**config.mk**
```make
export PLATFORM = sky130hd
export DESIGN_NAME = mem_arbiter
export DESIGN_NICKNAME = d
export VERILOG_FILES = /design/src/rtl/mem_arbiter.sv
export SDC_FILE = /design/constraint.sdc
export NUM_CORES = 1
export LEC_CHECK = 0
export BUFFER_PORTS_ARGS = -buffer_cell sky130_fd_sc_hd__buf_2
export CAP_MARGIN = 20
export CORE_AREA = 2 2 102 104
export CTS_BUF_LIST = sky130_fd_sc_hd__clkbuf_2 sky130_fd_sc_hd__clkbuf_4 sky130_fd_sc_hd__clkbuf_8
export DETAILED_ROUTE_END_ITERATION = 12
export DIE_AREA = 0 0 104 106
export PLACE_DENSITY_LB_ADDON = 0.2
export SYNTH_ARGS = -nofsm -noshare
export SYNTH_HDL_FRONTEND = slang
export SYNTH_SLANG_ARGS = --single-unit
```
**constraint.sdc**
```tcl
create_clock -name clk -period 4 [get_ports clk]
set_input_delay 0.2 -clock clk [delete_from_list [all_inputs] [get_ports clk]]
set_output_delay 0.2 -clock clk [all_outputs]
set_load 0.05 [all_outputs]
```
**src/rtl/mem_arbiter.sv**
```systemverilog
// Two-port arbiter: instruction fetch and load/store share one single-port word memory.
// Data port wins by default; a starvation counter forces fetch through after STARVE_LIMIT denials.
module mem_arbiter #(
  parameter int STARVE_LIMIT = 4,
  parameter int CNT_W        = 4
) (
  input  logic        clk,
  input  logic        resetn,

  input  logic        i_req,
  input  logic [31:0] i_addr,
  output logic        i_gnt,
  output logic        i_rvalid,
  output logic [31:0] i_rdata,

  input  logic        d_req,
  input  logic        d_we,
  input  logic [31:0] d_addr,
  input  logic [31:0] d_wdata,
  output logic        d_gnt,
  output logic        d_rvalid,
  output logic [31:0] d_rdata,

  output logic [31:0] mem_address,
  output logic [31:0] mem_data_in,
  output logic        mem_we,
  input  logic [31:0] mem_data_out
);

  localparam logic [CNT_W-1:0] LIMIT   = CNT_W'(STARVE_LIMIT);
  localparam logic [CNT_W-1:0] CNT_MAX = '1;

  logic [CNT_W-1:0] starve_cnt;
  logic             force_i;

  always_comb begin
    force_i = i_req & (starve_cnt >= LIMIT);
    d_gnt   = d_req & ~force_i;
    i_gnt   = i_req & ~d_gnt;
  end

  // Idle cycles present the fetch address so the memory only performs a harmless read.
  assign mem_address = d_gnt ? d_addr : i_addr;
  assign mem_data_in = d_wdata;
  assign mem_we      = d_gnt & d_we & resetn;

  always_ff @(posedge clk or negedge resetn) begin
    if (!resetn) begin
      starve_cnt <= '0;
    end else if (!i_req || i_gnt) begin
      starve_cnt <= '0;
    end else if (d_gnt && (starve_cnt != CNT_MAX)) begin
      starve_cnt <= starve_cnt + 1'b1;
    end
  end

  always_ff @(posedge clk or negedge resetn) begin
    if (!resetn) begin
      i_rvalid <= 1'b0;
      i_rdata  <= '0;
    end else begin
      i_rvalid <= i_gnt;
      if (i_gnt) begin
        i_rdata <= mem_data_out;
      end
    end
  end

  // Stores acknowledge through d_rvalid but leave the last load data in place.
  always_ff @(posedge clk or negedge resetn) begin
    if (!resetn) begin
      d_rvalid <= 1'b0;
      d_rdata  <= '0;
    end else begin
      d_rvalid <= d_gnt;
      if (d_gnt && !d_we) begin
        d_rdata <= mem_data_out;
      end
    end
  end

endmodule

```
==> flow_summary_export.csv <==
group,metric,value,unit
sta,clock.fmax,424,MHz
clock_network,cts_max_level,3,
grt,grt_pass1_wl,12400,µm
final_layout,layout-drive-gt1-share,78.9,%
clock_network,cts_tree,"built",
critical_path,timing.rr.end,"d_rdata[30]$_DFFE_PN0P_",
critical_path,worstPathArrival,2160,ps
yosys,syn_area_per_cell,14.7,µm²
sta,hold_violations,0,
placed_design,io_buffers,201,
clock_network,cts_buffers,9,
sta,period_needed,2360,ps
sta,grt_setup_unrepaired,"false",
floorplanning,ios,266,
power,powerDensity,558,nW/µm²
critical_path,critPathKind,"flop to primary output",
clock_network,cts.sinks,70,
critical_path,rr_worst_depth,3,
final_layout,final_common_cell,"buf_2",
sta,post-route-period-util,59.0,%
clock_network,post_cts_buffers,0,
run_status,outcome,"complete, no violations",
floorplanning,die_x,104,µm
clock_network,ctsResizeCount,0,
power,p_leak,2.23,nW
power,p_clk_share,30.6,%
power,peakVddDrop,0.174,mV
floorplanning,fp.dieH,106,µm
detailed_routing,first_pass_iters,4,
final_layout,final_cell_mix,"buf_2 (201), mux2_2 (95), dfrtp_1 (70), clkbuf_8 (9), bufinv_16 (4)",
critical_path,endpoint_kind,"primary output",
critical_path,crit_end,"mem_we",
critical_path,crit_required,3800,ps
floorplanning,rows,37,
critical_path,rr_startpoint,"starve_cnt[3]$_DFFE_PN0P_",
sta,tns,0,ps
power,total_power,2.47,mW
critical_path,cp-start-kind,"flop",
clock_network,clk_pin_slew,80,ps
detailed_routing,drt-initial-drc-count,72,
detailed_routing,route.detailed.drc,0,
detailed_routing,postRouteAntennaNets,0,
sta,setup_violations,0,
power,combPwrFrac,34.6,%
power,p_sw_share,38.3,%
grt,grt-ovfl-total,0,
yosys,synth_nets,358,
grt,grt_max_degree,50,
sta,skew,8.81,ps
final_layout,syn_to_final_growth,34.7,%
power,switchingPower,0.947,mW
sta,slew_headroom,36.1,%
clock_network,root_buffer,"clkbuf_8",
floorplanning,start_util,32.9,%
sta,worst_pin_slew,953,ps
flow_run,max-cap-violations,0,
power,intPower,1.53,mW
floorplanning,die_area,11000,µm²
detailed_routing,via_count,2391,
yosys,yosysUniqueCellTypes,19,
detailed_routing,vias_per_cell,4.44,
placed_design,gp_congestion,0.777,
yosys,synth_area,3290,µm²
worst_hold_path,min_from,"mem_data_out[6]",
grt,grt_usage,14.5,%
yosys,synth_cells,224,
detailed_routing,wl_per_cell,15.2,µm
grt,grt_pass1_vias,2420,
yosys,ys_ff_latch,70,
clock_network,insertion_delay,340,ps
power,seqPwrFrac,34.7,%
placed_design,dp_hpwl,6370,µm
yosys,ys.warnings.count,0,
clock_network,cts_buffer_depth,2,
yosys,synth_seq_area_share,53.3,%
detailed_routing,drt-total-wl,8200,µm
final_layout,antenna_cells,0,
floorplanning,coreArea,10000,µm²
final_layout,nets,532,
worst_hold_path,worstHoldPathType,"input pin to flop",
grt,antenna_found_initial,0,
critical_path,crit_start,"starve_cnt[3]$_DFFE_PN0P_",
critical_path,crit_fanout,33,
critical_path,regToRegSetupSlack,1940,ps
sta,slew_viol_final,0,
synth_stat cells:
cell,count,area [µm²]
and3_1,3,18.8
buf_2,2,10.0
buf_4,33,248
buf_6,5,56.3
clkbuf_8,1,13.8
conb_1,1,3.75
dfrtp_1,70,1750
ha_1,1,12.5
inv_1,3,11.3
mux2_1,2,22.5
mux2_2,95,1070
nand2_1,1,3.75
nand2_2,1,6.26
nand3_1,1,5.00
nand3b_2,1,11.3
nor4_1,1,6.26
o21ai_2,1,8.76
o31ai_4,1,21.3
xor2_1,1,8.76
how the worst min path moves through the flow:
| stage | to | cells after the start |
|---|---|---|
| floorplan | d_rdata[0]$_DFFE_PN0P_ | 0 |
| global placement | d_rdata[19]$_DFFE_PN0P_ | 1 |
| detailed placement | d_rdata[19]$_DFFE_PN0P_ | 1 |
| CTS | i_rdata[6]$_DFFE_PN0P_ | 2 |
| global route | i_rdata[6]$_DFFE_PN0P_ | 2 |
| finish | i_rdata[6]$_DFFE_PN0P_ | 2 |
logic make-up after synthesis:
kind of cell	after synthesis	synth area share, %
adder cells (fa/ha/maj)	1	0.380
AO/OA/AOI/OAI	2	0.913
AND/OR/NAND/NOR	8	1.56
other	1	0.114
multiplexers	97	33.2
XOR/XNOR	1	0.266
flip-flops	70	53.3
buffers and inverters	44	10.3
routing by layer:
| layer | part of all wire (%) | up-vias | global-route usage, % |
|---|---|---|---|
| li1 | - | 1098 | - |
| met1 | 40 | 1124 | 17.5 |
| met2 | 48 | 164 | 22.9 |
| met3 | 11 | 5 | 7.60 |
| met4 | 0.72 | 0 | 3.76 |
| met5 | 0 | - | 0 |
state kept, by name, indices dropped and copies added (netlist names):
| name | flops |
|---|---|
| starve_cnt | 4 |
| i_rvalid | 1 |
| i_rdata | 32 |
| d_rvalid | 1 |
| d_rdata | 32 |
metrics by stage:
step           util, %  cells  area [µm²]  worst slack, ps  hold WS, ps
2_1_floorplan        -    224        3290             2020        -95.6
3_3_place_gp      41.5    522        4150             1950          196
3_5_place_dp      41.5    522        4150             1910          206
4_1_cts           44.3    539        4430             1570         58.5
5_1_grt           44.3    539        4430             1420         48.1
6_report          44.3    539        4430             1640         87.8
critical path, stage by stage (launching register included):
cell     delay (ps)
dfrtp_1         440
o21ai_2         200
nand2_2         430
inv_1           290
and3_1          180
buf_2           260
layout make-up:
cell class              instances  area, µm²
repair buffers                204       1030
fillers                       963       5570
clock buffers                   9        124
inverters                       3       11.3
multi-input cells             110       1200
flip-flops and latches         70       1750
well taps                     136        170
clock inverters                 7        145
timing repair:
item | CTS | global route
endpoints found under the setup margin | 0 | 0
hold buffers | 1 | 0
hold endpoints to repair | 21 | 0
power by group through the flow:
stage	logic [mW]	registers (mW)	clock network, mW
finish	0.857	0.859	0.758
global route	0.894	0.872	0.816
CTS	0.867	0.860	0.782
detailed placement	0.864	0.875	0
global placement	0.859	0.873	0
floorplan	0.355	1.24	0
Note: power is estimated with default switching activity, not from simulation.
